**src/rtl/pixel_aer_arbiter.sv**
```systemverilog
// Address-event arbiter for a ROWS x COLS pixel array: round-robin row groups,
// lowest-column-first within a group, one address event per ready handshake.
module pixel_aer_arbiter #(
  parameter  int ROWS  = 4,
  parameter  int COLS  = 4,
  parameter  int CNT_W = 16,
  localparam int XW    = ($clog2(ROWS) > 1) ? $clog2(ROWS) : 1,
  localparam int YW    = ($clog2(COLS) > 1) ? $clog2(COLS) : 1
) (
  input  logic                      clk_i,
  input  logic                      reset_i,
  input  logic                      enable_i,
  input  logic [ROWS-1:0][COLS-1:0] req_i,
  input  logic                      ready_i,
  output logic [ROWS-1:0][COLS-1:0] gnt_o,
  output logic [XW-1:0]             x_add_o,
  output logic [YW-1:0]             y_add_o,
  output logic                      valid_o,
  output logic                      req_o,
  output logic                      active_o,
  output logic                      grp_release_o,
  output logic [CNT_W-1:0]          evt_cnt_o
);

  typedef enum logic [1:0] {
    IDLE    = 2'd0,
    ROW_ARB = 2'd1,
    COL_ARB = 2'd2,
    SEND    = 2'd3
  } state_t;

  state_t          state;
  logic [XW-1:0]   rr_row;
  logic [COLS-1:0] col_mask;

  logic            row_found;
  logic [XW-1:0]   row_sel;
  logic            col_found;
  logic [YW-1:0]   col_sel;

  // Rows strictly above rr_row take priority, then the search wraps to row 0.
  always_comb begin
    row_found = 1'b0;
    row_sel   = '0;
    for (int unsigned r = 0; r < ROWS; r++) begin
      if (!row_found && (XW'(r) > rr_row) && (|req_i[r])) begin
        row_found = 1'b1;
        row_sel   = XW'(r);
      end
    end
    for (int unsigned r = 0; r < ROWS; r++) begin
      if (!row_found && (XW'(r) <= rr_row) && (|req_i[r])) begin
        row_found = 1'b1;
        row_sel   = XW'(r);
      end
    end
  end

  always_comb begin
    col_found = 1'b0;
    col_sel   = '0;
    for (int unsigned c = 0; c < COLS; c++) begin
      if (!col_found && col_mask[c]) begin
        col_found = 1'b1;
        col_sel   = YW'(c);
      end
    end
  end

  assign req_o = |req_i;

  // Combinational so the pulse lands in the COL_ARB cycle that finds the group
  // empty, and is suppressed in the same cycle when enable_i drops.
  assign grp_release_o = (state == COL_ARB) && enable_i && !col_found;

  always_ff @(posedge clk_i or negedge reset_i) begin
    if (!reset_i) begin
      state     <= IDLE;
      rr_row    <= XW'(ROWS - 1);
      col_mask  <= '0;
      x_add_o   <= '0;
      y_add_o   <= '0;
      valid_o   <= 1'b0;
      gnt_o     <= '0;
      active_o  <= 1'b0;
      evt_cnt_o <= '0;
    end else begin
      case (state)
        IDLE: begin
          if (enable_i && req_o) begin
            state    <= ROW_ARB;
            active_o <= 1'b1;
          end
        end

        ROW_ARB: begin
          if (!enable_i || !row_found) begin
            state    <= IDLE;
            active_o <= 1'b0;
            col_mask <= '0;
          end else begin
            x_add_o  <= row_sel;
            col_mask <= req_i[row_sel];
            rr_row   <= row_sel;
            state    <= COL_ARB;
          end
        end

        COL_ARB: begin
          if (!enable_i) begin
            state    <= IDLE;
            active_o <= 1'b0;
            col_mask <= '0;
          end else if (col_found) begin
            y_add_o                 <= col_sel;
            valid_o                 <= 1'b1;
            gnt_o                   <= '0;
            gnt_o[x_add_o][col_sel] <= 1'b1;
            state                   <= SEND;
          end else begin
            state <= ROW_ARB;
          end
        end

        SEND: begin
          if (ready_i) begin
            valid_o            <= 1'b0;
            gnt_o              <= '0;
            col_mask[y_add_o]  <= 1'b0;
            evt_cnt_o          <= evt_cnt_o + CNT_W'(1);
            if (enable_i) begin
              state <= COL_ARB;
            end else begin
              state    <= IDLE;
              active_o <= 1'b0;
              col_mask <= '0;
            end
          end
        end

        default: state <= IDLE;
      endcase
    end
  end

endmodule

```
**config.mk**
```make
export PLATFORM = sky130hd
export DESIGN_NAME = pixel_aer_arbiter
export DESIGN_NICKNAME = d
export VERILOG_FILES = /design/src/rtl/pixel_aer_arbiter.sv
export SDC_FILE = /design/constraint.sdc
export NUM_CORES = 1
export LEC_CHECK = 0
export BUFFER_PORTS_ARGS = -buffer_cell sky130_fd_sc_hd__buf_2
export CAP_MARGIN = 10
export CORE_MARGIN = 2
export CORE_UTILIZATION = 58
export CTS_BUF_LIST = sky130_fd_sc_hd__clkbuf_8
export CTS_CLUSTER_DIAMETER = 100
export DETAILED_ROUTE_END_ITERATION = 8
export GPL_ROUTABILITY_DRIVEN = 0
export PLACE_DENSITY_LB_ADDON = 0.2
export REMOVE_ABC_BUFFERS = 1
export SLEW_MARGIN = 20
export SYNTH_ARGS = -nofsm -noshare
export SYNTH_HDL_FRONTEND = slang
export SYNTH_SLANG_ARGS = --single-unit
```
**constraint.sdc**
```tcl
create_clock -name clk_i -period 3.5 [get_ports clk_i]
set_input_delay 0.7 -clock clk_i [delete_from_list [all_inputs] [get_ports clk_i]]
set_output_delay 0.7 -clock clk_i [all_outputs]
set_load 0.01 [all_outputs]
```
==> run summary, run 1 <==
The run finished with clean final reports. The number of antenna violations at the first check in global routing came out at 0. The count of state elements after synthesis came out at 46. The average cell area after synthesis is 10.1 µm².

The basic-gate share of the synthesized area counting and, or, nand and nor cells is between 20% and 30%. The horizontal extent of the die came out at ~66 µm. Traced cell by cell, the critical path runs through buf_2 > or4_1 > nor2_2 > nand3_1 > buf_2.

After detailed routing, the number of vias per cell comes to 5.76. The setup path with the least slack is of type input port to output port. The count of filler cells inserted in the layout is between 200 and 300.

The critical path data required time came out at 2.80 ns. On the final layout, the worst clock skew is 0.0103 ns. The root buffer cell chosen for the clock tree is clkbuf_8.

The number of setup buffers added after CTS is 0. The fraction of registers with async set/reset is 100%. The count of buffers from port buffering came out at just under 60.

The clock latency at the later pin of the worst-skew pair is 0.30 ns. The reported leakage power is ~1.3 nW. The clock sink total is between 40 and 50. The adder-cell area share of the yosys netlist came out at less than 1%. Data arrives at the worst endpoint at 2.03 ns. The slowest stage of the critical path is the or4_1 cell. Of the available clock period, the critical path in the final layout requires 78.0%. The residual DRC count is 0. The clock-pin transition on the worst setup and hold timing paths came out at about 0.09 ns. The family with the most delay on the worst path is simple AND/OR/NAND/NOR gates. Setup total negative slack on the finished layout was measured at 0 ns. The pin count of the biggest net entering global routing is 47. The post-DP HPWL is 3810 µm. In this run the worst path has a maximum fanout of 6. The number of cells produced by synthesis is 221. Across all hold checks on the routed design, the worst slack comes to 0.318 ns. VDD sags by at most approximately 0.34 mV. The proportion of layout cells with a drive suffix above 1 is 28.9%. The count of inserted antenna diode cells came out at 0. The longest individual stage delay on the worst path is 0.60 ns.

The first global-routing pass estimated 8200 µm of wire. The overall die area came out at between 4000 and 5000 µm². By area, the combinational part of the netlist is dominated by simple AND/OR/NAND/NOR gates. The maximum clock frequency is 0.366 GHz. The top-level port count came out at 60.

The setup slack at placement is about 0.65 ns. The area growth from synthesis to layout came out at 19.9%. The worst relative slew slack is 51.2%. The maximum level of the CTS H-tree came out at 2. For this run, the detailed router's first-pass iteration total came to 4.

The worst setup margin came out at 0.771 ns. The transition time at the pin with the least slew margin is 0.732 ns. The via count came out at between 1500 and 2000. The number of buffers added by the clock tree synthesis step came out at 5. The number of max-slew violations in the final report was 0. In this run the power density over the cells is 653 nW/µm². The detail route stage leaves a number of antenna-violating nets equal to 0. The number of nets in the final layout is 300. The sequential cells in the finished layout cover a total of approximately 1200 µm².

The average routed wire per standard cell is 15.4 µm. The time the worst path needs with I/O delays and setup is 2.73 ns. The prevailing post-synth register cell is dfrtp_1. The total area of multi-input combinational cells came out at 1030 µm². The clock tree buffer depth came out at 2. During synthesis, Yosys emitted a total of 0 warnings. The initial utilization of the core area, before any placement, comes to between 60% and 70%. The synthesized netlist devotes 15.1% of its cell area to compound gates. The total wirelength of the detailed-routed design came out at 5060 µm. After clock tree synthesis, the repair step resized 0 gates. Setup repair after global routing left no endpoint under its margin. The hold violation count in the final report is 0.

The most numerous cell on the critical path is buf_2. Setup violations remaining at the end of the flow were counted as 0. The overall die height is 66.1 µm.

The endpoint type of the worst setup path is an output port. The count of max-cap constraint violations is 0. After floorplanning, the core was sized to cover 3690 µm².

The post-synthesis cell area is roughly 2200 µm². The path class of the tightest hold or removal check is input port to asynchronous set/reset pin. TritonCTS built the clock tree.

The post-synthesis share of cell area spent on xor and xnor gates came out at 5.88%. The buffering stage count on the worst path with inverters included is 2. The sequential cell area fraction in the yosys report came out at 51.6%. The portion of synthesized area spent on multiplexers is 4.26%. The total overflow reported by the global router came out at 0.

The critical path launch point type is an input port. The total routing resource utilization after global routing came out at 25.0%. The unique cell type count in the Yosys netlist came out at 42. The via count of the first global-routing pass is 1745. The number of DRC markers after the initial detailed-route iteration came out at 166. The post-cts hold buffer count is 0. In this run, synthesis inferred 0 flip-flops with an integrated enable.

The floorplan has 22 rows.
metal layers:
layer / vias to the layer above / wire length [µm] / GRT usage, %
met1: 911 / 2180 / 32.7
met3: 9 / 261 / 4.43
li1: 908 / - / -
met5: - / 0 / 0
met4: 0 / 98 / 11.7
met2: 62 / 2520 / 40.4
placed cells by master (no fill, tap or decap), drive strengths merged:
| master | instances |
|---|---|
| nand3b | 1 |
| clkinvlp | 1 |
| mux2i | 8 |
| clkbuf | 5 |
| o311ai | 1 |
| nand4 | 3 |
| inv | 3 |
| dfstp | 2 |
| or4 | 3 |
| or2 | 2 |
| mux2 | 1 |
| nand3 | 15 |
| a21o | 2 |
| a21oi | 4 |
| nor4 | 3 |
| o21ai | 17 |
| o221ai | 5 |
| ha | 1 |
| a21boi | 4 |
| xnor2 | 12 |
| or3 | 1 |
| nor3 | 2 |
| o211ai | 1 |
| nand2b | 5 |
| a22o | 1 |
| o41ai | 2 |
| nor2 | 16 |
| bufinv | 1 |
| and3 | 4 |
| xor2 | 3 |
| dfrtp | 44 |
| o22ai | 2 |
| buf | 60 |
| and4 | 1 |
| o31ai | 8 |
| nand2 | 36 |
stage by stage:
step,instance area (µm²),total power [mW],cells,utilization [%]
final,2680,1.75,328,72.6
after global routing,2680,1.86,328,72.6
after CTS,2660,1.75,327,72.1
after detailed placement,2550,1.37,319,69.1
after global placement,2540,1.34,319,69.0
after floorplan,2190,1.15,212,-
cells in the mapped netlist, types with 3 or more instances:
cell type,count,share of area (%)
o21ai_1,3,0.67
o31ai_1,8,2.7
xnor2_1,12,4.7
nor2_1,15,2.5
nand3_1,15,3.4
clkbuf_1,6,1.0
a21oi_1,3,0.67
nand2b_1,5,1.4
nand4_1,3,0.84
a21boi_0,4,1.3
and3_1,4,1.1
mux2i_1,8,3.6
or4_1,3,1.0
o21ai_0,14,3.1
nand2_1,35,5.9
xor2_1,3,1.2
dfrtp_1,44,49
o221ai_2,4,2.7
final cells by class:
class	instances	area share, %
Sequential cell	46	43.1
Clock inverter	3	1.54
Timing Repair Buffer	60	11.8
Tap cell	48	2.24
Clock buffer	5	2.57
Inverter	2	0.280
Multi-Input combinational cell	164	38.5
worst paths after layout:
kind	startpoint	to	slack, ns	cells after the start
max in group asynchronous	reset_i	col_mask[0]	2.69	2
worst max-delay path	req_i[0]	req_o	0.77	5
worst min register to register	evt_cnt_o[15]	evt_cnt_o[15]	0.48	1
worst max register to register	rr_row[0]	col_mask[3]	1.45	5
min in group clk_i	evt_cnt_o[15]	evt_cnt_o[15]	0.48	1
worst min-delay path	reset_i	evt_cnt_o[11]	0.32	1
where the power goes:
group | leakage [nW] | switching (mW) | internal (mW) | total (mW)
registers | 0.612 | 0.137 | 0.657 | 0.794
clock network | 0.0556 | 0.176 | 0.210 | 0.386
logic | 0.653 | 0.330 | 0.240 | 0.570
total | 1.32 | 0.644 | 1.11 | 1.75
cell families after synthesis:
| family | count (synthesis) |
|---|---|
| AND/OR/NAND/NOR | 92 |
| buffers and inverters | 11 |
| AO/OA/AOI/OAI | 47 |
| flip-flops | 46 |
| adder cells (fa/ha/maj) | 1 |
| XOR/XNOR | 15 |
| multiplexers | 9 |
state kept, by name (all words and copies together) (netlist names):
register / flops
rr_row: 2
valid_o: 1
gnt_o: 16
evt_cnt_o: 16
state: 2
col_mask: 4
active_o: 1
x_add_o: 2
y_add_o: 2
Note: power is estimated with default switching activity, not from simulation.
==> run 2: changes to the inputs <==
--- a/config.mk
+++ b/config.mk
@@ -5,10 +5,11 @@
 export SDC_FILE = /design/constraint.sdc
 export NUM_CORES = 1
 export LEC_CHECK = 0
+export ABC_AREA = 1
 export BUFFER_PORTS_ARGS = -buffer_cell sky130_fd_sc_hd__buf_2
 export CAP_MARGIN = 10
 export CORE_MARGIN = 2
-export CORE_UTILIZATION = 58
+export CORE_UTILIZATION = 55
 export CTS_BUF_LIST = sky130_fd_sc_hd__clkbuf_8
 export CTS_CLUSTER_DIAMETER = 100
 export DETAILED_ROUTE_END_ITERATION = 8
==> constraint.sdc (replaced) <==
create_clock -name clk_i -period 2.8 [get_ports clk_i]
set_input_delay 0.56 -clock clk_i [delete_from_list [all_inputs] [get_ports clk_i]]
set_output_delay 0.56 -clock clk_i [all_outputs]
set_load 0.01 [all_outputs]
==> run 2 against run 1 <==
Against the previous run:
- final cell count grew 24%
- area after synthesis grew 9.8%
- first-iteration DRC count shrank 58%
- hold slack lost 0.069 ns
- register-to-register slack lost 0.51 ns
- flip-flop and latch count is the same
- combinational power grew 81%
- core utilization shrank 5.3 points
==> run summary, run 2 <==
Among all flip-flop cells after synthesis, the most frequent one is dfrtp_1. The per-cell via count in the routed design was 5.36 (-7.0%). The hold violation count in the final report came out at 0 (unchanged). The pin count of the biggest net entering global routing is 47 (unchanged).

The slowest stage of the critical path is the dfstp_2 cell. The clock latency at the later pin of the worst-skew pair was 0.30 ns (about the same). The post-DP HPWL came out at 3820 µm (about the same).

The total area of multi-input combinational cells is 1140 µm² (+10%). The total wirelength of the detailed-routed design is 5040 µm (-0.47%). The post-route fraction of the period consumed by the critical path is 74.3%.

The commonest cells after synthesis are 54 x nand2_1, 44 x dfrtp_1, 40 x nand3_1. The area growth from synthesis to layout is 18.6%. The adder-cell area share of the yosys netlist was 0.510% (-0.050 points).

The worst reg2reg path depth came out at 7 (+2). The buffering stage count on the worst path with inverters included was 1 (-1). The arrival time reported for the critical path endpoint is 1.52 ns (-0.51 ns). The post-cts hold buffer count was 0 (unchanged). The count of buffers from port buffering came out at 59 (unchanged). By area, the combinational part of the netlist is dominated by simple AND/OR/NAND/NOR gates. The residual DRC count came out at 0 (unchanged). The routed length on met3 came out at 247 µm (-5.4%). The aggregate negative setup slack is 0 ns (unchanged). TritonCTS built the clock tree. The worst setup path is launched from a register. The sequential cell area fraction in the yosys report is 47.0% (-4.6 points). The biggest area contributor in the post-synthesis netlist is dfrtp_1.

The overall die height came out at 70.8 µm (+7.1%). The proportion of layout cells with a drive suffix above 1 came out at 26.8% (-2.2 points). The endpoint type of the worst setup path is an output port. Setup repair after global routing left no endpoint under its margin.

The number of buffers added by the clock tree synthesis step came out at 5 (unchanged). The worst min-delay path class is input port to asynchronous set/reset pin. The post-route core utilization is 67.3% (-5.3 points). The tightest hold margin came out at 0.248 ns (-0.0695 ns). The flow ran to the end, and the final reports show no timing, DRC or antenna violations. The setup violation total in the final timing report came out at 0 (unchanged).

By startpoint and endpoint, the worst setup path is classified as register to output port. Signal routing reaches up to met4. The critical path data required time is 2.24 ns (-0.56 ns). The post-synthesis cell area is 2450 µm² (+9.8%). The horizontal extent of the die is 70.8 µm (+7.1%). The clock-pin transition on the worst setup and hold timing paths was 0.09 ns (about the same). By instance count, the cell type seen most on the critical path is nand2_2. The wire length on met2 came out at 2460 µm (-2.7%). The number of nets in the final layout came out at 375 (+25%).

The register area is 1150 µm² (unchanged). The number of rows created at floorplan is 24 (+9.1%). The post-detailed-placement cell area came out at 2800 µm² (+9.8%). Traced cell by cell, the critical path runs through nand2_2 > nand2_2 > nand2_2 > nor2_4 > nand3b_4 > buf_2. The routed metal-1 wirelength came out at 2290 µm (+5.0%). The post-synthesis share of cell area spent on xor and xnor gates is 5.00% (-0.88 points). The total routing resource utilization after global routing came out at 20.3% (-4.6 points). The post-synthesis mux area share was 0% (-4.3 points). The largest registers in the layout are evt_cnt_o x16, gnt_o x16, col_mask x4. The count of inserted antenna diode cells is 0 (unchanged). The average cell area after synthesis is 8.43 µm² (-17%). The worst relative slew slack was 62.3% (+11 points). The worst supply voltage drop on vdd came out at 0.504 mV (+48%). The number of setup buffers added after CTS is 0 (unchanged). By area the synthesized netlist is led by dfrtp_1 45%, nand2_1 8.3%, nand3_1 8.2%. The number of optimization iterations in the first detailed-route pass is 4 (unchanged). The number of gates resized after CTS is 0 (unchanged). The most frequent cell after synthesis is nand2_1.

The number of antenna violations at the first check in global routing came out at 0 (unchanged). The clock sink total is 46 (unchanged). The top-level port count came out at 60 (unchanged). The maximum fanout along the worst path came to 5 (-1). The overall die area came to 5010 µm² (+15%). The number of nets still failing antenna checks after routing was 0 (unchanged).

The area fraction of the dominant cell type after synthesis came to 44.9% (-4.4 points). The largest clock skew in the final design came out at 0.00950 ns (-0.000826 ns). The initial cell density of the core came out at 56.7% (-3.8 points). The count of filler cells inserted in the layout came out at 380 (+35%). The critical path depth is 6 (+1). The total overflow reported by the global router came out at 0 (unchanged). The library cell used most frequently in the layout, excluding fill and tap cells, is buf_2. The family with the most delay on the worst path is flip-flops.

The time the worst path needs with I/O delays and setup is approximately 2.1 ns. The count of max-cap constraint violations is 0 (unchanged). The number of synthesized flops with an enable pin came out at 0 (unchanged). The transition time at the pin with the least slew margin was 0.566 ns (-0.166 ns).

The average routed wire per standard cell is 12.4 µm (-20%). The compound-gate portion of the synthesized area came out at 7.24% (-7.9 points). The longest individual stage delay on the worst path is 0.59 ns (about the same). The reported leakage power is 1.58 nW (+20%).

The core region area is 4320 µm² (+17%). The root buffer cell is clkbuf_8. The count of state elements after synthesis came out at 46 (unchanged).

The unique cell type count in the Yosys netlist came out at 34 (-19%). The fraction of registers with async set/reset was 100% (unchanged). The power density over the cells came out at 873 nW/µm² (+34%).

The clock tree buffer depth is 2 (unchanged). The wire length of the first global-routing pass came out at 8210 µm (+0.17%). The area of all placed cells without fillers came to 2910 µm² (+8.6%). The basic-gate share of the synthesized area counting and, or, nand and nor cells was 33.6% (+13 points). The maximum level of the CTS H-tree is 2 (unchanged). The maximum clock frequency is 0.481 GHz.

The via count of the first global-routing pass is 1867 (+7.0%). The via count is 2181 (+15%). The number of cells produced by synthesis is 291 (+32%).

The library cells used most frequently in the layout, excluding fill and tap cells, are 58 x buf_2, 54 x nand2_1, 44 x dfrtp_1. The Yosys warning count is 0 (unchanged). The number of DRC markers after the initial detailed-route iteration is 70 (-58%). The number of max-slew violations in the final report came out at 0 (unchanged).
run 2: cell count changes after synthesis, moves of 5 or more:
cell	delta
inv_1	+32
nand3_1	+25
nand2_1	+19
mux2i_1	-8
o21ai_1	+8
xnor2_1	-8
nand4_1	+7
nor2_1	+7
xor2_1	+7
nand2_2	+5
nand2b_1	-5
run 2: report_power, final:
part / internal (mW) / switching, mW
Sequential: 0.852 / 0.171
Combinational: 0.368 / 0.664
Clock: 0.263 / 0.222
Total: 1.48 / 1.06
run 2: worst paths after layout:
| check | startpoint | end | slack [ns] |
|---|---|---|---|
| hold / removal | reset_i | evt_cnt_o[0] | 0.25 |
| max in group asynchronous | reset_i | rr_row[1] | 2.16 |
| setup reg to reg | rr_row[1] | rr_row[1] | 0.94 |
| min in group clk_i | evt_cnt_o[15] | evt_cnt_o[15] | 0.46 |
| setup / recovery | rr_row[1] | req_o | 0.72 |
| hold reg to reg | evt_cnt_o[15] | evt_cnt_o[15] | 0.46 |
run 2: routing by layer:
layer | up-vias | track usage (%)
met5 | - | 0
met4 | 0 | 4.40
met3 | 5 | 4.99
met2 | 52 | 32.8
met1 | 1038 | 28.1
li1 | 1086 | -
run 2: cell type report:
class	count	area share [%]
flip-flops and latches	46	39.6
multi-input cells	204	39.1
clock buffers	5	2.36
well taps	52	2.24
inverters	37	4.77
clock inverters	3	1.42
repair buffers	60	10.5
run 2: cells by family after synthesis:
group,after synthesis
fa+ha+maj,1
compound gates,32
xor+xnor,14
flops,46
buf+inv,41
simple gates,157
run 2: metrics by stage:
step	setup slack, ns	power [mW]	cells
final	0.720	2.54	407
after global placement	0.801	2.05	399
after floorplan	1.05	1.73	287
after global routing	0.625	2.74	407
after detailed placement	0.759	2.07	399
after CTS	0.696	2.55	407
